File: config.mk
export PLATFORM = sky130hd
export DESIGN_NAME = mem_arbiter
export DESIGN_NICKNAME = d
export VERILOG_FILES = /design/src/rtl/mem_arbiter_pkg.sv /design/src/rtl/mem_arbiter_rr.sv /design/src/rtl/mem_arbiter.sv
export SDC_FILE = /design/constraint.sdc
export NUM_CORES = 1
export LEC_CHECK = 0
export ABC_CLOCK_PERIOD_IN_PS = 2100
export CAP_MARGIN = 15
export CORE_MARGIN = 1.5
export CORE_UTILIZATION = 30
export DETAILED_ROUTE_END_ITERATION = 10
export GPL_TIMING_DRIVEN = 0
export PLACE_DENSITY = 0.74
export SLEW_MARGIN = 20
export SYNTH_ARGS = -nofsm -noshare
export SYNTH_HDL_FRONTEND = slang
export SYNTH_SLANG_ARGS = --single-unit
File: constraint.sdc
create_clock -name clk -period 2.1 [get_ports clk]
set_input_delay 0.525 -clock clk [delete_from_list [all_inputs] [get_ports clk]]
set_output_delay 0.525 -clock clk [all_outputs]
set_load 0.01 [all_outputs]
File: src/rtl/mem_arbiter_pkg.sv
// Shared types and constants for the data-memory arbiter.
// No logic, so no latency or backpressure of its own.
package mem_arb_pkg;

    typedef enum logic [1:0] {
        IDLE = 2'd0,
        WAIT = 2'd1,
        DONE = 2'd2
    } state_t;

    localparam logic PORT_CPU = 1'b0;
    localparam logic PORT_AUX = 1'b1;

    // Wide enough for the largest legal read latency (15).
    localparam int CNT_W = 4;

endpackage

File: src/rtl/mem_arbiter_rr.sv
// Two-way round-robin pick: combinational, zero latency.
// On a tie the port that did not win last time is chosen; no backpressure.
module rr_arbiter2 (
    input  logic [1:0] req,
    input  logic       last_grant,
    output logic [1:0] grant,
    output logic       valid
);

    always_comb begin
        grant = req;
        if (req == 2'b11) begin
            grant = last_grant ? 2'b01 : 2'b10;
        end
    end

    assign valid = |req;

endmodule

File: src/rtl/mem_arbiter.sv
// Single-outstanding arbiter/sequencer for the data memory: grant+issue in T, done in T+MEM_LATENCY+1.
// Requesters are backpressured by withholding gnt until the block is back in IDLE.
module mem_arbiter
    import mem_arb_pkg::*;
#(
    parameter int ADDR_W      = 32,
    parameter int DATA_W      = 32,
    parameter int MEM_LATENCY = 1
) (
    input  logic              clk,
    input  logic              reset,
    input  logic              p0_req,
    input  logic              p0_we,
    input  logic [ADDR_W-1:0] p0_addr,
    input  logic [DATA_W-1:0] p0_wdata,
    output logic              p0_gnt,
    output logic              p0_done,
    output logic [DATA_W-1:0] p0_rdata,
    input  logic              p1_req,
    input  logic              p1_we,
    input  logic [ADDR_W-1:0] p1_addr,
    input  logic [DATA_W-1:0] p1_wdata,
    output logic              p1_gnt,
    output logic              p1_done,
    output logic [DATA_W-1:0] p1_rdata,
    output logic              mem_en,
    output logic              mem_we,
    output logic [ADDR_W-1:0] mem_addr,
    output logic [DATA_W-1:0] mem_wdata,
    input  logic [DATA_W-1:0] mem_rdata
);

    state_t             state_q, state_d;
    logic [CNT_W-1:0]   cnt_q, cnt_d;
    logic               win_q, win_d;
    logic               we_q, we_d;
    logic               last_grant_q, last_grant_d;
    logic               p0_done_q, p0_done_d;
    logic               p1_done_q, p1_done_d;
    logic [DATA_W-1:0]  p0_rdata_q, p0_rdata_d;
    logic [DATA_W-1:0]  p1_rdata_q, p1_rdata_d;

    logic [1:0]         arb_grant;
    logic               arb_valid;
    logic               issue;
    logic               win;

    rr_arbiter2 u_rr (
        .req        ({p1_req, p0_req}),
        .last_grant (last_grant_q),
        .grant      (arb_grant),
        .valid      (arb_valid)
    );

    // Reset gates the issue path so nothing escapes to memory in a reset cycle.
    assign issue = !reset && (state_q == IDLE) && arb_valid;
    assign win   = arb_grant[PORT_AUX];

    assign p0_gnt    = issue && arb_grant[PORT_CPU];
    assign p1_gnt    = issue && arb_grant[PORT_AUX];
    assign mem_en    = issue;
    assign mem_we    = issue && (win ? p1_we : p0_we);
    assign mem_addr  = issue ? (win ? p1_addr : p0_addr) : '0;
    assign mem_wdata = issue ? (win ? p1_wdata : p0_wdata) : '0;

    assign p0_done  = p0_done_q;
    assign p1_done  = p1_done_q;
    assign p0_rdata = p0_rdata_q;
    assign p1_rdata = p1_rdata_q;

    always_comb begin
        state_d      = state_q;
        cnt_d        = cnt_q;
        win_d        = win_q;
        we_d         = we_q;
        last_grant_d = last_grant_q;
        p0_done_d    = 1'b0;
        p1_done_d    = 1'b0;
        p0_rdata_d   = p0_rdata_q;
        p1_rdata_d   = p1_rdata_q;

        case (state_q)
            IDLE: begin
                if (issue) begin
                    state_d      = WAIT;
                    cnt_d        = CNT_W'(MEM_LATENCY);
                    win_d        = win;
                    we_d         = mem_we;
                    last_grant_d = win;
                end
            end
            WAIT: begin
                cnt_d = cnt_q - 1'b1;
                // cnt==1 marks the cycle in which mem_rdata is valid.
                if (cnt_q == CNT_W'(1)) begin
                    state_d = DONE;
                    if (win_q == PORT_AUX) begin
                        p1_done_d = 1'b1;
                        if (!we_q) p1_rdata_d = mem_rdata;
                    end else begin
                        p0_done_d = 1'b1;
                        if (!we_q) p0_rdata_d = mem_rdata;
                    end
                end
            end
            DONE: begin
                state_d = IDLE;
            end
            default: begin
                state_d = IDLE;
            end
        endcase
    end

    always_ff @(posedge clk) begin
        if (reset) begin
            state_q      <= IDLE;
            cnt_q        <= '0;
            win_q        <= PORT_CPU;
            we_q         <= 1'b0;
            last_grant_q <= PORT_AUX;
            p0_done_q    <= 1'b0;
            p1_done_q    <= 1'b0;
            p0_rdata_q   <= '0;
            p1_rdata_q   <= '0;
        end else begin
            state_q      <= state_d;
            cnt_q        <= cnt_d;
            win_q        <= win_d;
            we_q         <= we_d;
            last_grant_q <= last_grant_d;
            p0_done_q    <= p0_done_d;
            p1_done_q    <= p1_done_d;
            p0_rdata_q   <= p0_rdata_d;
            p1_rdata_q   <= p1_rdata_d;
        end
    end

endmodule

Yosys cells after proc, flatten, opt, wreduce, memory -nomap -nowiden. Index checks and enable logic that the tools add are counted.

Flip-flop bits (word level): 75. Bits of input ports: 166. Logic and storage cells: 48.

Add/sub/neg operators: 1. Eq/ne operators: 5. Muxes and demuxes: 14. Bitwise operators: 4. Reductions and logical operators: 15.

Operators by type and width (count): $mux W32 (4); $mux W2 (4); $pmux W4 S2 (1); $reduce_and A4 Y1 (2); $reduce_and A2 Y1 (3); $logic_and A1 B1 Y1 (5); $eq A4 B1 Y1 const B (1); $mux W4 (1); $ne A2 B2 Y1 const B (2); $not A1 Y1 (4); $pmux W2 S2 (1); $sub A4 B1 Y4 const B (1); $mux W1 (3); $reduce_or A3 Y1 (1); $eq A2 B1 Y1 const B (1); $eq A2 B2 Y1 const B (1); $logic_not A2 Y1 (1); $reduce_bool A2 Y1 (1); $reduce_or A2 Y1 (1); $logic_not A1 Y1 (1).

Longest topological paths before layout.
Depth in word-level cells: 5. Depth in mapped cells: 7.

By module. Synthesis repeated with hierarchy kept, for this count alone.

Cells, all modules: 449. Area, all modules: 4119.0 sq um.

Modules (own cells, without submodules): mem_arbiter (times used 1, cells an instance 445, area each 4093.9 sq um, sequential area each 1501.4 sq um); rr_arbiter2 (times used 1, cells an instance 4, area each 25.0 sq um, sequential area each 0.0 sq um).

Worst setup path before layout. No wires, ideal clock.

Path kind: input to output. Start point: input p1_req. End point: output mem_addr[10]. Data arrival time: 1.465 ns. Data required time: 1.575 ns. Setup slack: 0.110 ns. Stages: 5. Path through: a21bo_2 > buf_2 > buf_1 > nand2_1 > a21oi_1.

Longest elaborated chain between the ends: 4. Elaborated cells on any way between the ends: 6. Classes of those cells: eq/ne (1); mux (3); reduce/logical (2).

RTL lines: start, declared (line mem_arbiter.sv:19) `input logic p1_req,`; $eq A2 B2 Y1 (line mem_arbiter_rr.sv:12) `if (req == 2'b11) begin`; $mux W2 (line mem_arbiter_rr.sv:12); $mux W32 (line mem_arbiter.sv:63) `assign mem_addr = issue ? (win ? p1_addr : p0_addr) : '0;`; $mux W32 * (line mem_arbiter.sv:63); end, declared (line mem_arbiter.sv:28) `output logic [ADDR_W-1:0] mem_addr,`.

Mark *: on every way between the ends. The rest lies on a longest branch, timed or not.

Worst setup path in the final report.
Start point: input p0_req. End point: output mem_wdata[23].

Longest elaborated chain between the ends: 4. Elaborated cells on any way between the ends: 6. Classes of those cells: eq/ne (1); mux (3); reduce/logical (2).

RTL lines: start, declared (line mem_arbiter.sv:12) `input logic p0_req,`; $eq A2 B2 Y1 (line mem_arbiter_rr.sv:12); $mux W2 (line mem_arbiter_rr.sv:12); $mux W32 (line mem_arbiter.sv:64) `assign mem_wdata = issue ? (win ? p1_wdata : p0_wdata) : '0;`; $mux W32 * (line mem_arbiter.sv:64); end, declared (line mem_arbiter.sv:29) `output logic [DATA_W-1:0] mem_wdata,`.

Marked as above.

==> out/results.txt <==
register area: 1510 sq um
Peak Freq: 458 MHz
Filler cells: 1088
Worst Tran Pin Value: 0.568 ns
final clock skew: 0.00809 ns
Area after DPL: 7040 sq um
final design area excluding fillers: 8140 sq um
Final Non-Filler Cells: 1072
WP data required: 1.57 ns
flops & latches, synth: 75
vias per cell: 5.11
remaining global-route overflow: 0
fraction of registers with async set/reset: 0%
CTS tree: yes
hold path cells: 2
commonest non-fill, non-tap cells in the layout: clkdlybuf4s50_1 (228), nand2_1 (84), a21oi_1 (81)
Final Util: 64.8%
Die W: 116 um
Longest Clk Path Bufs: 2
post-cts hold buffer count: 0
Syn Inst Count: 565
fin nets: 1064
Placement Setup Slack: -1.23 ns
top_reg_cell synth: dfxtp_1
core area: 12600 sq um
total CTS buffers: 9
Top Ports: 300
all-layer global routing usage: 26.5%
CP Launch Point: p0_req
max cap viols: 0
startpoint types: input port
htree depth: 3
overall power: 4.55 mW
reg2reg end: p1_rdata[1]$_SDFFE_PP0P_
Reg-to-Reg Start: cnt_q[0]$_SDFFE_PP0P_
Post-synth EDFFs: 0
final hold slack: 0.455 ns
period utilization: 104%
vias post-DR: 5482
detailed router's first-iteration violation count: 394
Final WS setup: -0.0850 ns
DR WL/cell: 17.7 um
remaining antenna violation count after routing: 0
commonest non-fill, non-tap cell in the layout: clkdlybuf4s50_1
class of the worst hold path: in2reg
Clock Sinks: 75
Syn-to-layout area delta: 112%
Worst-path clk slew: 0.06 ns
final setup vio count: 55
worst rel slew slack: 62.1%
crit path DAT: 1.66 ns
first-pass GRT wire length: 27.4 mm
Yosys warnings: 0
setup slack on the worst flop-to-flop path: 0.20 ns
GPL Wtd Cong: 0.866
leakage power: 3.22 nW
largest net degree at the start of global routing: 15
Avg Cell Area, Syn: 6.79 sq um
failing checks: setup timing
Crit. End Element: primary output
Starting Density: 30.5%
max-slew violations: 0
RSZ-0062 raised after global routing: true
post-synth cell types: 35
CTS Root Buffer Type: clkbuf_16
maximum vdd ir drop: 0.419 mV
Worst R2R Path Depth: 6
I/O Buffers: 299
setup TNS: -1.88 ns
Max Fanout on Critical Path: 5
layout cells sized above 1: 27.8%
Ant. Diodes: 0
minimum clock period: 2.18 ns
Detailed Routing Iterations Pass 1: 5
register area share after synthesis: 39.2%
hpwl dp: 13.4 mm
die height: 116 um
syn_nets: 733
synthesized cell area: 3830 sq um
status: finished, violations left
Placed Cells: 1036
final wirelength: 19.0 mm
Final Hold Vio Count: 0
Multi-input gate area: 2610 sq um
antenna violations before repair: 1
worst setup path endpoint: mem_wdata[23]
pwr dens: 559 nW/um^2
crit path kind: in2out
Residual DRC: 0
DIE AREA: 13500 sq um
vias in the first global route: 5046
worst-skew pair later-pin latency: 0.33 ns
num rows: 41
where the power goes:
part | switching, mW | total (mW) | internal, mW
combinational | 0.758 | 1.51 | 0.747
sequential | 0.0312 | 1.49 | 1.46
clock | 0.633 | 1.56 | 0.926
synthesized netlist by cell type (all sizes together), types with 2 or more instances:
cell      n  share of area (%)
a211oi    2               0.39
ha        2               0.65
nor3      4               0.65
o21a      2               0.39
inv       5               0.49
clkbuf   22                2.2
buf      34                4.0
o21ai    67                8.7
a21oi   134                 17
nand2b    2               0.33
nand3    65                8.5
dfxtp    75                 39
nor2      3               0.29
nand2   130                 13
worst min-delay path by stage:
stage	to	start
finish	state_q[1]$_SDFFE_PP0P_	reset
global route	state_q[1]$_SDFFE_PP0P_	reset
CTS	state_q[1]$_SDFFE_PP0P_	reset
detailed placement	p1_rdata[13]$_SDFFE_PP0P_	p1_rdata[13]$_SDFFE_PP0P_
global placement	p1_rdata[21]$_SDFFE_PP0P_	p1_rdata[21]$_SDFFE_PP0P_
floorplan	last_grant_q$_SDFFE_PP1P_	last_grant_q$_SDFFE_PP1P_
layout make-up:
type                            count  share of cell area, %
Buffer                             55                   5.44
Clock inverter                      6                  0.876
Timing Repair Buffer              321                   37.5
Tap cell                          172                   2.64
Sequential cell                    75                   18.6
Clock buffer                        9                   2.77
Inverter                            5                  0.231
Multi-Input combinational cell    429                   32.0
sequential cells by signal (all words and copies together) (netlist names):
signal        count
p0_rdata         32
p1_rdata         32
cnt_q             4
state_q           2
last_grant_q      1
p0_done           1
p1_done           1
we_q              1
win_q             1
timing repair:
action	in CTS	in global routing
pin swaps	13	67
setup buffers	7	5
endpoints found under the setup margin	68	68
resized for setup	392	140
gates cloned	9	2
metal layers:
| layer | track usage, % | wire length, um |
|---|---|---|
| met5 | 0 | 12 |
| met4 | 6.99 | 334 |
| met3 | 7.27 | 1600 |
| met2 | 42.9 | 8910 |
| met1 | 34.8 | 8130 |
cell families after synthesis:
| family | share of synthesized area, % |
|---|---|
| AOI/OAI and AO/OA | 27.9 |
| muxes | 0.261 |
| and+or+nand+nor | 25.1 |
| DFF | 39.2 |
| xor gates and xnor gates | 0.228 |
| adders and majority gates | 0.652 |
| buffers and inverters | 6.69 |
critical path, cell delays in order:
cell,delay (ns)
buf_2,0.15
a21boi_4,0.28
clkbuf_16,0.23
buf_16,0.14
nand2_4,0.05
a21oi_2,0.13
buf_2,0.15
No activity file was read; power rests on OpenSTA's default activity.
